==> src/rtl/duty_ramp_pkg.sv <==
// Shared types and constants for the duty ramp block and the downstream pwm.
package duty_ramp_pkg;

  localparam int DUTY_W = 8;
  localparam logic [DUTY_W-1:0] DUTY_MAX = 8'd255;

  typedef enum logic {
    IDLE = 1'b0,
    RAMP = 1'b1
  } state_t;

endpackage

==> src/rtl/duty_ramp_if.sv <==
// Target handshake and duty/status bus between a duty source and duty_ramp.
interface duty_ramp_if;
  import duty_ramp_pkg::*;

  logic [DUTY_W-1:0] target;
  logic              target_valid;
  logic              target_ready;
  logic [DUTY_W-1:0] duty;
  logic              busy;
  logic              done;

  modport master (
    output target, target_valid,
    input  target_ready, duty, busy, done
  );

  modport slave (
    input  target, target_valid,
    output target_ready, duty, busy, done
  );

endinterface

==> src/rtl/duty_ramp_prescaler.sv <==
// Ramp tick divider: counts enabled clocks 0..RAMP_DIV-1 and flags the last one.
module ramp_prescaler #(
  parameter int RAMP_DIV = 256
) (
  input  logic clk,
  input  logic rst,
  input  logic enable,
  input  logic clear,
  output logic tick
);

  localparam int CNT_W = (RAMP_DIV > 1) ? $clog2(RAMP_DIV) : 1;
  localparam logic [CNT_W-1:0] LAST = CNT_W'(RAMP_DIV - 1);

  logic [CNT_W-1:0] cnt;

  // tick is qualified by enable so a period-synced ramp steps on the period edge
  assign tick = enable && (cnt == LAST);

  always_ff @(posedge clk or posedge rst) begin
    if (rst) begin
      cnt <= '0;
    end else if (clear) begin
      cnt <= '0;
    end else if (enable) begin
      cnt <= (cnt == LAST) ? '0 : cnt + 1'b1;
    end
  end

endmodule

==> src/rtl/duty_ramp.sv <==
// Slew-limited duty generator feeding pwm.duty. Optional macro
// DUTY_RAMP_PERIOD_SYNC_EN makes the prescaler count PWM periods via period_start.
module duty_ramp
  import duty_ramp_pkg::*;
#(
  parameter int RAMP_DIV = 256,
  parameter int STEP     = 1
) (
  input  logic clk,
  input  logic rst,
`ifdef DUTY_RAMP_PERIOD_SYNC_EN
  input  logic period_start,
`endif
  duty_ramp_if.slave bus
);

  localparam logic [DUTY_W:0] STEP9 = (DUTY_W+1)'(STEP);

  state_t            state;
  logic [DUTY_W-1:0] tgt;
  logic [DUTY_W-1:0] duty_q;
  logic              busy_q;
  logic              done_q;

  logic              accept;
  logic [DUTY_W-1:0] eff_tgt;
  logic              up;
  logic [DUTY_W:0]   diff9;
  logic [DUTY_W:0]   step9;
  logic [DUTY_W:0]   sum9;
  logic [DUTY_W-1:0] next_duty;
  logic              tick;
  logic              pre_en;
  logic              pre_clr;
  logic              exit_now;

  // Ready is unconditional, so every valid edge is an accept.
  assign accept           = bus.target_valid;
  assign bus.target_ready = 1'b1;
  assign bus.duty         = duty_q;
  assign bus.busy         = busy_q;
  assign bus.done         = done_q;

  // A target accepted on a tick edge steers that same tick.
  always_comb begin
    eff_tgt = accept ? bus.target : tgt;
    up      = eff_tgt > duty_q;
    diff9   = up ? ({1'b0, eff_tgt} - {1'b0, duty_q})
                 : ({1'b0, duty_q} - {1'b0, eff_tgt});
    step9   = (diff9 < STEP9) ? diff9 : STEP9;
    sum9    = up ? ({1'b0, duty_q} + step9) : ({1'b0, duty_q} - step9);
    // step never exceeds diff, so the carry cannot set; clamp keeps it obviously safe
    next_duty = sum9[DUTY_W] ? DUTY_MAX : sum9[DUTY_W-1:0];
  end

  always_comb begin
    exit_now = 1'b0;
    if (state == RAMP) begin
      if (tick)
        exit_now = (next_duty == eff_tgt);
      else
        exit_now = accept && (bus.target == duty_q);
    end
  end

`ifdef DUTY_RAMP_PERIOD_SYNC_EN
  assign pre_en = (state == RAMP) && period_start;
`else
  assign pre_en = (state == RAMP);
`endif
  assign pre_clr = (state == IDLE) || exit_now;

  ramp_prescaler #(
    .RAMP_DIV (RAMP_DIV)
  ) u_prescaler (
    .clk    (clk),
    .rst    (rst),
    .enable (pre_en),
    .clear  (pre_clr),
    .tick   (tick)
  );

  always_ff @(posedge clk or posedge rst) begin
    if (rst) begin
      state  <= IDLE;
      tgt    <= '0;
      duty_q <= '0;
      busy_q <= 1'b0;
      done_q <= 1'b0;
    end else begin
      done_q <= 1'b0;
      if (accept)
        tgt <= bus.target;
      case (state)
        IDLE: begin
          if (accept) begin
            if (bus.target == duty_q) begin
              done_q <= 1'b1;
            end else begin
              state  <= RAMP;
              busy_q <= 1'b1;
            end
          end
        end
        RAMP: begin
          if (tick)
            duty_q <= next_duty;
          if (exit_now) begin
            state  <= IDLE;
            busy_q <= 1'b0;
            done_q <= 1'b1;
          end
        end
        default: begin
          state  <= IDLE;
          busy_q <= 1'b0;
        end
      endcase
    end
  end

endmodule

==> src/flat_wrapper.sv <==
// flat-port wrapper written by rule: the top's interface ports become plain ports
module duty_ramp_flat import duty_ramp_pkg::*;
#(
  parameter int RAMP_DIV = 256,
  parameter int STEP     = 1
)
  (clk, rst, bus_target, bus_target_valid, bus_target_ready, bus_duty, bus_busy, bus_done);
  duty_ramp_if bus_i ();
  input  logic clk;
  input  logic rst;
  input wire logic [$bits(bus_i.target)-1:0] bus_target;
  input wire logic [$bits(bus_i.target_valid)-1:0] bus_target_valid;
  output wire logic [$bits(bus_i.target_ready)-1:0] bus_target_ready;
  output wire logic [$bits(bus_i.duty)-1:0] bus_duty;
  output wire logic [$bits(bus_i.busy)-1:0] bus_busy;
  output wire logic [$bits(bus_i.done)-1:0] bus_done;
  assign bus_i.target = bus_target;
  assign bus_i.target_valid = bus_target_valid;
  assign bus_target_ready = bus_i.target_ready;
  assign bus_duty = bus_i.duty;
  assign bus_busy = bus_i.busy;
  assign bus_done = bus_i.done;
  duty_ramp #(.RAMP_DIV(RAMP_DIV), .STEP(STEP)) u_core (.clk(clk), .rst(rst), .bus(bus_i));
endmodule
==> config.mk <==
export PLATFORM = sky130hd
export DESIGN_NAME = duty_ramp_flat
export DESIGN_NICKNAME = d
export VERILOG_FILES = /design/src/rtl/duty_ramp_pkg.sv /design/src/rtl/duty_ramp_if.sv /design/src/rtl/duty_ramp_prescaler.sv /design/src/rtl/duty_ramp.sv /design/src/flat_wrapper.sv
export SDC_FILE = /design/constraint.sdc
export NUM_CORES = 1
export LEC_CHECK = 0
export ABC_CLOCK_PERIOD_IN_PS = 7380
export CAP_MARGIN = 30
export CORE_UTILIZATION = 65
export DETAILED_ROUTE_END_ITERATION = 10
export DONT_BUFFER_PORTS = 1
export PLACE_DENSITY = 0.78
export SYNTH_ARGS = -nofsm -noshare
export SYNTH_HDL_FRONTEND = slang
export SYNTH_SLANG_ARGS = --single-unit
==> constraint.sdc <==
create_clock -name clk -period 7.38 [get_ports clk]
set_clock_uncertainty 0.05 [all_clocks]
set_input_delay 0.738 -clock clk [delete_from_list [all_inputs] [get_ports clk]]
set_output_delay 0.738 -clock clk [all_outputs]
set_load 0.05 [all_outputs]
**Word level (Yosys, flattened, before mapping)**

Cells that the tools add are included.

- $add $sub $neg: 5
- Magnitude comparators: 2
- Eq/ne operators: 6
- Multiplexer cells: 22
- Bitwise gates (word level): 1
- Reduce and logical (&&, ||, !) cells: 6

Operators with widths:

| cell | count |
|---|---|
| 2-to-1 mux 8 bit | 5 |
| 2-to-1 mux 9 bit | 3 |
| subtractor 8 x 8 -> 9 bit | 2 |
| == test 8 bit | 2 |
| 2-to-1 mux 1 bit | 11 |
| adder 8 x 9 -> 9 bit | 1 |
| < comparator 9 x 1 -> 1 bit (second input constant) | 1 |
| subtractor 8 x 9 -> 9 bit | 1 |
| adder 8 x 1 -> 8 bit (second input constant) | 1 |
| == test 8 bit (second input constant) | 1 |
| greater-than comparator 8 bit | 1 |
| inequality test 2 bit (second input constant) | 3 |
| case mux 1 bit (2 select lines) | 3 |
| AND reduction 3 bit | 1 |
| logical AND 1 bit | 2 |
| AND reduction 2 bit | 1 |
| nonzero test 2 bit | 1 |
| logical OR 1 bit | 1 |
| NOT 1 bit | 1 |

- Register bits after elaboration: 27
- Input port bits: 11
- Logic and storage cells: 48

**Logic depth before layout (Yosys ltp)**

Gate-level depths: netlist of run 1.

- Depth in word-level cells: 13
- Mapped depth: 24

**Cells and area by module**

Synthesis of run 1 repeated with hierarchy kept, for this count alone.

- Cell total of the unflattened synthesis: 342
- Area, all modules: 2920.3 um^2

By module, submodules not included:

| module | times used | cells each | area an instance (um^2) | sequential area each (um^2) |
|---|---|---|---|---|
| duty_ramp | 1 | 296 | 2483.6 | 475.5 |
| ramp_prescaler | 1 | 46 | 436.7 | 200.2 |

**Worst setup path after synthesis of run 1**

Ideal clock, no wire load.

- Path kind: input -> register
- From: in bus_target_valid
- To: reg u_core.u_prescaler.cnt[1]
- Library setup time: 142 ps
- Arrival time: 5627 ps
- Required time: 7188 ps
- Slack: 1561 ps
- Stages: 23
- Path buffers: 2
- Cell sequence: buf_2 mux2i_1 inv_1 ha_1 buf_6 nand3b_1 a211oi_4 o21ai_1 nor2b_1 a31oi_1 xor2_1 nor4_2 ha_1 and2_1 fa_1 nor2b_4 o2111ai_1 and3_1 or3_1 a211o_1 a221oi_2 and4_4 nor3b_1

- Word-level cells in the longest chain between the ends: 13
- Elaborated cells between the ends (all ways): 18

Ends and longest elaborated chain:

| element | RTL line | RTL |
|---|---|---|
| start, declared | flat_wrapper.sv:12 | `input wire logic [$bits(bus_i.target_valid)-1:0] bus_target_valid;` |
| 2-to-1 mux 8 bit (*) | -- |  |
| via u_core.eff_tgt[2] | duty_ramp.sv:26 | `logic [DUTY_W-1:0] eff_tgt;` |
| subtractor 8 x 8 -> 9 bit (tied with other cells) | duty_ramp.sv:49 | `: ({1'b0, duty_q} - {1'b0, eff_tgt});` |
| 2-to-1 mux 9 bit | duty_ramp.sv:48 | `diff9 = up ? ({1'b0, eff_tgt} - {1'b0, duty_q})` |
| < comparator 9 x 1 -> 1 bit | duty_ramp.sv:50 | `step9 = (diff9 < STEP9) ? diff9 : STEP9;` |
| 2-to-1 mux 9 bit | duty_ramp.sv:50 |  |
| subtractor 8 x 9 -> 9 bit or adder 8 x 9 -> 9 bit (tied branches) | duty_ramp.sv:51 | `sum9 = up ? ({1'b0, duty_q} + step9) : ({1'b0, duty_q} - step9);` |
| 2-to-1 mux 9 bit | duty_ramp.sv:51 |  |
| 2-to-1 mux 8 bit | duty_ramp.sv:53 | `next_duty = sum9[DUTY_W] ? DUTY_MAX : sum9[DUTY_W-1:0];` |
| == test 8 bit (*) | duty_ramp.sv:60 | `exit_now = (next_duty == eff_tgt);` |
| 2-to-1 mux 1 bit (*) | duty_ramp.sv:59 | `if (tick)` |
| 2-to-1 mux 1 bit (*) | duty_ramp.sv:58 | `if (state == RAMP) begin` |
| logical OR 1 bit (*) | duty_ramp.sv:71 | `assign pre_clr = (state == IDLE) \|\| exit_now;` |
| 2-to-1 mux 8 bit or nonzero test 2 bit (tied branches) | -- |  |
| end signal, assigned | duty_ramp_prescaler.sv:26 | `cnt <= (cnt == LAST) ? '0 : cnt + 1'b1;` |
| end, declared | duty_ramp_prescaler.sv:15 | `logic [CNT_W-1:0] cnt;` |

Mark *: on every way through the listed nets, which the timed path passes. The rest lies on a longest branch.
A chain may end at the register's enable or synchronous reset.

**Final worst setup path of run 1**

Same ends and word-level chain as after synthesis.

==> load_flow_metrics.sql, run 1 <==
INSERT INTO impl_metrics (metric_group, metric, value, unit) VALUES
('timing', 'layout_min_cycle_time', '6000', 'ps'),
('route', 'antenna_violating_nets_post_route', '0', ''),
('route', 'routed_wire_length', '6700', 'um'),
('route', 'first_iter_violations', '145', ''),
('global_routing', 'grt_pass1_vias', '2170', ''),
('route', 'met1Wirelength', '2940', 'um'),
('timing', 'fin_ws', '1380', 'ps'),
('cells_and_area', 'layout_cells_sized_above_1', '7.14', '%'),
('clocking', 'cts_max_path_buffers', '2', ''),
('cells_and_area', 'final_cell_area', '2790', 'sq um'),
('status', 'outcome', 'finished clean', ''),
('route', 'dr_vias_cell', '6.37', ''),
('clocking', 'cts_setup_buffers', '0', ''),
('clocking', 'clock_latency', '280', 'ps'),
('global_routing', 'grt_antenna_before_repair', '0', ''),
('route', 'first_pass_iters', '4', ''),
('cells_and_area', 'antenna-diode-count', '0', ''),
('cells_and_area', 'layout-area-overhead-vs-synth', '3.00', '%'),
('floorplanning', 'floorplan.initialDensity', '67.7', '%'),
('min_path', 'min_path_type', 'input pin to async pin', ''),
('synth', 'netlist_area', '2710', 'sq um'),
('synth', 'synth_edf_count', '0', ''),
('route', 'wire_length_on_met3', '543', 'um'),
('flow_run', 'cap_viol_max_count', '0', ''),
('worst_setup_path', 'timing.critical_path.required', '7470', 'ps'),
('synth', 'synth-main-ff-cell', 'sky130_fd_sc_hd__dfrtp_1', ''),
('timing', 'period_utilization', '81.3', '%'),
('timing', 'timing.slew.headroom', '52.0', '%'),
('global_routing', 'grt.total_usage', '32.0', '%'),
('clocking', 'path_clk_slew', '100', 'ps'),
('worst_setup_path', 'crit_chain', 'mux2i_1, inv_1, ha_1, nand2_1, a211oi_4, o21ai_1, nor2b_1, a31oi_1, xor2_1, nor4_2, ha_1, and2_1, fa_1, nor2b_4, o2111ai_1, and3_1, or3_1, a211o_1, a221oi_2, and4_4, nor3b_1', ''),
('placed_design', 'port-buffer-count', '0', ''),
('timing', 'report.final.slew_viol_count', '0', ''),
('clocking', 'cts-hold-fix-buffers', '0', ''),
('global_routing', 'wire_length_of_the_first_global_routing_pass', '10500', 'um'),
('floorplanning', 'row_count', '23', ''),
('clocking', 'post_cts_resized', '0', ''),
('timing', 'grt_setup_unrepaired', 'no', ''),
('floorplanning', 'overall_die_width', '66.6', 'um'),
('synth', 'post-synth-top-area-fraction', '24.9', '%'),
('synth', 'netlist_instances', '311', ''),
('floorplanning', 'die_h', '66.6', 'um'),
('worst_setup_path', 'crit_path_start_kind', 'input pin', ''),
('route', 'vias', '2279', ''),
('timing', 'report.final.hold_viol_count', '0', ''),
('route', 'drt_drc_violations_left', '0', ''),
('cells_and_area', 'fin_nets', '349', ''),
('clocking', 'clock_tree.root_cell', 'sky130_fd_sc_hd__clkbuf_8', ''),
('clocking', 'numClockSinks', '27', ''),
('worst_setup_path', 'cell_type_with_the_highest_occurrence_count_on_the_critical_path', 'sky130_fd_sc_hd__ha_1', ''),
('synth', 'synth.yosys.seq_area_share', '24.9', '%'),
('timing', 'setup-violations-final', '0', ''),
('synth', 'async_reset_ff_share', '100', '%'),
('synth', 'synth_area_leaders', 'sky130_fd_sc_hd__dfrtp_1 (25%), sky130_fd_sc_hd__ha_1 (12%), sky130_fd_sc_hd__xor2_1 (4.8%), sky130_fd_sc_hd__a21oi_1 (4.2%), sky130_fd_sc_hd__inv_1 (3.6%)', ''),
('worst_setup_path', 'crit_path_max_incr_delay', '570', 'ps'),
('power', 'vdd_drop_max', '119', 'uV'),
('placed_design', 'routabilityCongestion', '0.913', ''),
('clocking', 'cts_max_level', '1', ''),
('power', 'power.static_leakage', '1.25', 'nW'),
('placed_design', 'place_worst_setup_slack', '1120', 'ps'),
('placed_design', 'post_dp_cell_area', '2740', 'sq um'),
('route', 'post_drt_wl_per_cell', '18.7', 'um'),
('power', 'total_power_divided_by_cell_area', '174', 'nW/um^2'),
('worst_setup_path', 'worst_ep_arrival_time', '6090', 'ps'),
('clocking', 'cts-buffers-inserted', '3', ''),
('worst_setup_path', 'worst_setup_path_end_kind', 'flip-flop', ''),
('placed_design', 'dp_hpwl', '5340', 'um'),
('route', 'topRoutingLayerUsed', 'met4', ''),
('synth', 'synthDominantAreaCellType', 'sky130_fd_sc_hd__dfrtp_1', ''),
('floorplanning', 'fp.dieArea', '4430', 'sq um'),
('worst_setup_path', 'setup.worst_path.class', 'input pin to flip-flop', '');
[cell families (layout without fill, tap and decap cells)]
family                   Yosys count  in the layout  share of synthesized area [%]
AND/OR/NAND/NOR                   97             97                           19.2
AO/OA/AOI/OAI                     87             87                           23.2
buffers and inverters             35             31                           5.91
adder cells (fa/ha/maj)           29             29                           14.2
XOR/XNOR                          27             27                           9.42
flip-flops                        27             27                           24.9
multiplexers                       8              8                           2.96
other                              1              2                          0.138
[stage by stage]
| stage | hold WS (ps) | utilization (%) | power (mW) | cells |
|---|---|---|---|---|
| final | 220 | 69.8 | 0.485 | 358 |
| after global routing | 232 | 69.8 | 0.511 | 358 |
| after CTS | 225 | 69.8 | 0.482 | 358 |
| after detailed placement | 423 | 68.5 | 0.391 | 354 |
| after global placement | 418 | 67.8 | 0.385 | 353 |
| after floorplan | 399 | - | 0.349 | 312 |
[registers in the layout (all words and copies together), names as in the netlist]
name / flops
u_core.bus.busy: 1
u_core.u_prescaler.cnt: 8
u_core.bus.done: 1
u_core.pre_en: 1
u_core.tgt: 8
u_core.bus.duty: 8
[power breakdown]
| group | internal, mW | switching, mW | total, mW |
|---|---|---|---|
| sequential | 0.159 | 0.0138 | 0.173 |
| combinational | 0.0871 | 0.134 | 0.221 |
| clock | 0.0397 | 0.0512 | 0.0910 |
| total | 0.286 | 0.199 | 0.485 |
[placed cells by master (no fill, tap or decap), types with 7 or more instances in the layout]
| cell | instances |
|---|---|
| sky130_fd_sc_hd__xor2_1 | 15 |
| sky130_fd_sc_hd__nand3_1 | 12 |
| sky130_fd_sc_hd__nand2_1 | 11 |
| sky130_fd_sc_hd__xnor2_1 | 11 |
| sky130_fd_sc_hd__nor3_1 | 7 |
| sky130_fd_sc_hd__a21oi_1 | 23 |
| sky130_fd_sc_hd__nor2_1 | 26 |
| sky130_fd_sc_hd__inv_1 | 26 |
| sky130_fd_sc_hd__o21ai_0 | 19 |
| sky130_fd_sc_hd__mux2i_1 | 8 |
| sky130_fd_sc_hd__dfrtp_1 | 27 |
| sky130_fd_sc_hd__nand2b_1 | 9 |
| sky130_fd_sc_hd__ha_1 | 26 |
[worst max-delay path: cells and delay by family]
family | cells | cell delay [ps]
buf+inv | 1 | 170
simple gates | 9 | 1940
compound gates | 6 | 1340
fa+ha+maj | 3 | 1330
xor+xnor | 1 | 180
mux | 1 | 380
[final cells by class]
| type | count | area, sq um |
|---|---|---|
| inverters | 26 | 97.6 |
| clock buffers | 3 | 41.3 |
| well taps | 50 | 62.6 |
| clock inverters | 1 | 8.76 |
| multi-input cells | 250 | 1880 |
| flip-flops and latches | 27 | 676 |
| fillers | 308 | 1210 |
| repair buffers | 1 | 27.5 |
[routing by layer]
layer | global-route usage [%] | vias up
li1 | - | 1100
met1 | 41.8 | 1085
met2 | 50.0 | 77
met3 | 8.90 | 17
met4 | 11.7 | 0
met5 | 0 | -
[synth_stat cells, drive strengths merged (3+ instances only)]
cell and n:
xor2 15, o22ai 3, fa 3, a31oi 7, xnor2 12, ha 26, nand2b 9, or3 3
nor3 7, nor4 5, mux2i 8, nor2 26, nand3 12, buf 7, or2 4, a21oi 25
nor2b 5, inv 26, and3 4, o31ai 4, a21o 4, nand2 11, o21a 4, a211oi 3
o21ai 22, dfrtp 27, and2 3
[path summary, 6_finish.rpt]
kind	end	slack (ps)	startpoint	cells past startpoint
min reg2reg	u_core.u_prescaler.cnt[0]	440	u_core.u_prescaler.cnt[0]	1
max reg2reg	u_core.u_prescaler.cnt[1]	1400	u_core.bus.duty[1]	20
min	u_core.bus.duty[0]	220	rst	1
max in group asynchronous	u_core.bus.duty[2]	6650	rst	2
min in group clk	u_core.u_prescaler.cnt[0]	440	u_core.u_prescaler.cnt[0]	1
max	u_core.u_prescaler.cnt[1]	1380	bus_target_valid	21
No activity file was read; power rests on OpenSTA's default activity.
==> inputs of run 2 (changes only) <==
--- a/config.mk
+++ b/config.mk
@@ -5,12 +5,12 @@
 export SDC_FILE = /design/constraint.sdc
 export NUM_CORES = 1
 export LEC_CHECK = 0
-export ABC_CLOCK_PERIOD_IN_PS = 7380
+export ABC_CLOCK_PERIOD_IN_PS = 4800
 export CAP_MARGIN = 30
-export CORE_UTILIZATION = 65
+export CORE_UTILIZATION = 58
 export DETAILED_ROUTE_END_ITERATION = 10
 export DONT_BUFFER_PORTS = 1
-export PLACE_DENSITY = 0.78
+export PLACE_DENSITY = 0.73
 export SYNTH_ARGS = -nofsm -noshare
 export SYNTH_HDL_FRONTEND = slang
 export SYNTH_SLANG_ARGS = --single-unit
==> constraint.sdc (replaced) <==
create_clock -name clk -period 4.8 [get_ports clk]
set_clock_uncertainty 0.05 [all_clocks]
set_input_delay 0.48 -clock clk [delete_from_list [all_inputs] [get_ports clk]]
set_output_delay 0.48 -clock clk [all_outputs]
set_load 0.05 [all_outputs]
==> load_flow_metrics.sql, run 2 (synthesis gave the netlist of run 1 again) <==
INSERT INTO impl_metrics (metric_group, metric, value, unit) VALUES
('status', 'outcome', 'finished with violations', ''),
('status', 'failed_checks', 'setup timing', ''),
('route', 'dr_vias_cell', '6.04', ''),
('timing', 'totalNegativeSetupSlack', '-1300', 'ps'),
('worst_setup_path', 'crit_path_max_incr_delay', '410', 'ps'),
('clocking', 'path_clk_slew', '100', 'ps'),
('clocking', 'clock_latency', '280', 'ps'),
('power', 'post-layout-total-power', '0.913', 'mW'),
('timing', 'timing.slew.headroom', '54.9', '%'),
('cells_and_area', 'fin_nets', '427', ''),
('timing', 'maxClockFrequency', '195', 'MHz'),
('route', 'post_drt_wl_per_cell', '18.1', 'um'),
('timing', 'report.final.hold_viol_count', '0', ''),
('timing', 'worst-slew-pin-transition', '670', 'ps'),
('placed_design', 'dp_hpwl', '6050', 'um'),
('worst_setup_path', 'worstRegToRegCells', '24', ''),
('clocking', 'cts_max_level', '1', ''),
('floorplanning', 'top_level_ports', '22', ''),
('power', 'comb_power_share', '56.0', '%'),
('worst_setup_path', 'worst_ep_arrival_time', '5240', 'ps'),
('timing', 'setup-violations-final', '4', ''),
('timing', 'fin_hold_ws', '32.6', 'ps'),
('global_routing', 'grt.total_usage', '33.2', '%'),
('global_routing', 'grt_antenna_before_repair', '0', ''),
('clocking', 'clock_tree.root_cell', 'sky130_fd_sc_hd__clkbuf_8', ''),
('global_routing', 'globalRouteOverflowTotal', '0', ''),
('placed_design', 'place_worst_setup_slack', '-527', 'ps'),
('placed_design', 'placedCellCount', '427', ''),
('clocking', 'cts-hold-fix-buffers', '0', ''),
('power', 'total_power_divided_by_cell_area', '253', 'nW/um^2'),
('global_routing', 'wire_length_of_the_first_global_routing_pass', '12700', 'um'),
('cells_and_area', 'final_core_utilization', '81.7', '%'),
('clocking', 'cts_max_path_buffers', '2', ''),
('power', 'vdd_drop_max', '138', 'uV'),
('power', 'power_report.internal_total', '0.555', 'mW'),
('worst_setup_path', 'timing.critical_path.required', '4900', 'ps'),
('power', 'power.share.sequential', '29.3', '%'),
('route', 'antenna_violating_nets_post_route', '0', ''),
('global_routing', 'grt_pass1_vias', '2612', ''),
('floorplanning', 'floorplan.initialDensity', '61.4', '%'),
('route', 'first_iter_violations', '200', ''),
('placed_design', 'port-buffer-count', '0', ''),
('timing', 'fin_ws', '-340', 'ps'),
('power', 'p_switching', '0.358', 'mW'),
('timing', 'layout_min_cycle_time', '5140', 'ps'),
('floorplanning', 'fp.dieArea', '4950', 'sq um'),
('floorplanning', 'placeableCoreArea', '4410', 'sq um'),
('cells_and_area', 'num-fill-cells', '285', ''),
('cells_and_area', 'layout-area-overhead-vs-synth', '33.1', '%'),
('route', 'first_pass_iters', '6', ''),
('power', 'power.share.switching', '39.2', '%'),
('cells_and_area', 'most_common_cell_after_layout_fill_and_taps_aside', 'sky130_fd_sc_hd__buf_4', ''),
('clocking', 'numClockSinks', '27', ''),
('timing', 'grt_setup_unrepaired', 'yes', ''),
('min_path', 'min_path_type', 'input pin to async pin', ''),
('worst_setup_path', 'setup.worst_path.class', 'flip-flop to flip-flop', ''),
('floorplanning', 'overall_die_width', '70.3', 'um'),
('placed_design', 'routabilityCongestion', '0.910', ''),
('cells_and_area', 'finalNonFillerCells', '438', ''),
('route', 'routed_wire_length', '7920', 'um'),
('route', 'drt_drc_violations_left', '0', ''),
('floorplanning', 'die_h', '70.3', 'um'),
('floorplanning', 'row_count', '24', ''),
('worst_setup_path', 'worst_setup_path_startpoint', 'u_core.tgt[1]', ''),
('power', 'power_frac_clock', '14.7', '%'),
('worst_setup_path', 'worst_setup_path_end_kind', 'flip-flop', ''),
('worst_setup_path', 'crit_chain', 'mux2i_2, inv_2, ha_4, buf_6, nand3b_1, buf_4, buf_4, a21oi_1, o21ai_0, a21oi_1, and3_1, a31oi_2, nor4_2, ha_2, and2_4, fa_2, nor2b_4, o2111ai_2, and3_4, or3_1, a211o_1, a221oi_2, and4_4, nor3b_1', ''),
('clocking', 'cts-buffers-inserted', '3', ''),
('timing', 'period_utilization', '107', '%'),
('route', 'vias', '2644', ''),
('placed_design', 'post_dp_cell_area', '3370', 'sq um'),
('cells_and_area', 'layout_cells_sized_above_1', '35.0', '%'),
('timing', 'report.final.slew_viol_count', '0', ''),
('worst_setup_path', 'r2r-start', 'u_core.tgt[1]', ''),
('worst_setup_path', 'cp_slowest_cell', 'sky130_fd_sc_hd__fa_2', ''),
('cells_and_area', 'antenna-diode-count', '0', ''),
('worst_setup_path', 'worst-path-max-fanout', '4', ''),
('global_routing', 'largest_net_degree_at_the_start_of_global_routing', '20', ''),
('cells_and_area', 'most-common-layout-cells', 'sky130_fd_sc_hd__buf_4 (75), sky130_fd_sc_hd__dfrtp_1 (26), sky130_fd_sc_hd__nor2_1 (25), sky130_fd_sc_hd__inv_1 (25), sky130_fd_sc_hd__ha_1 (21)', ''),
('clocking', 'tritoncts_clock_tree', 'done', ''),
('cells_and_area', 'final_cell_area', '3610', 'sq um'),
('power', 'power.static_leakage', '1.66', 'nW'),
('flow_run', 'cap_viol_max_count', '0', ''),
('worst_setup_path', 'crit_path_start_kind', 'flip-flop', '');
## run 2: timing repair
item | 4_1_cts | 5_1_grt
setup buffers | 6 | 1
gates resized for setup | 21 | 15
pin swaps | 9 | 3
setup endpoints to repair | 8 | 9
## run 2: routing by layer
layer | GRT usage, % | vias up | share of wire (%)
met4 | 13.3 | 0 | 2.7
li1 | - | 1258 | -
met3 | 1.73 | 21 | 3.9
met1 | 41.4 | 1269 | 42
met5 | 0 | - | 0
met2 | 59.4 | 96 | 51
## run 2: final timing paths
path	end	slack [ps]
min in group clk	u_core.bus.done	320
worst min register to register	u_core.u_prescaler.cnt[0]	430
worst max-delay path	u_core.u_prescaler.cnt[1]	-340
max in group asynchronous	u_core.bus.duty[1]	4210
worst max register to register	u_core.u_prescaler.cnt[1]	-340
worst min-delay path	u_core.bus.duty[2]	30
## run 2: critical path, delay by kind of cell (launching register included)
| family | cells | cell delay, ps |
|---|---|---|
| DFF | 1 | 380 |
| AOI/OAI and AO/OA | 7 | 1120 |
| muxes | 1 | 200 |
| adders and majority gates | 3 | 1050 |
| and+or+nand+nor | 9 | 1710 |
| buffers and inverters | 4 | 510 |
## run 2: final cells by class
| type | instances | area (sq um) | area share (%) |
|---|---|---|---|
| clock buffer | 3 | 41.3 | 1.15 |
| clock inverter | 1 | 5.00 | 0.139 |
| inverter | 26 | 97.6 | 2.71 |
| multi-input combinational | 250 | 2100 | 58.1 |
| sequential | 27 | 677 | 18.8 |
| tap | 52 | 65.1 | 1.80 |
| timing repair buffer | 79 | 624 | 17.3 |
## run 2: power by group through the flow
stage	Clock [mW]	Sequential (mW)	Combinational [mW]
after detailed placement	0	0.272	0.454
after CTS	0.132	0.267	0.479
after floorplan	0	0.269	0.287
after global routing	0.142	0.269	0.547
after global placement	0	0.271	0.439
final	0.134	0.267	0.512
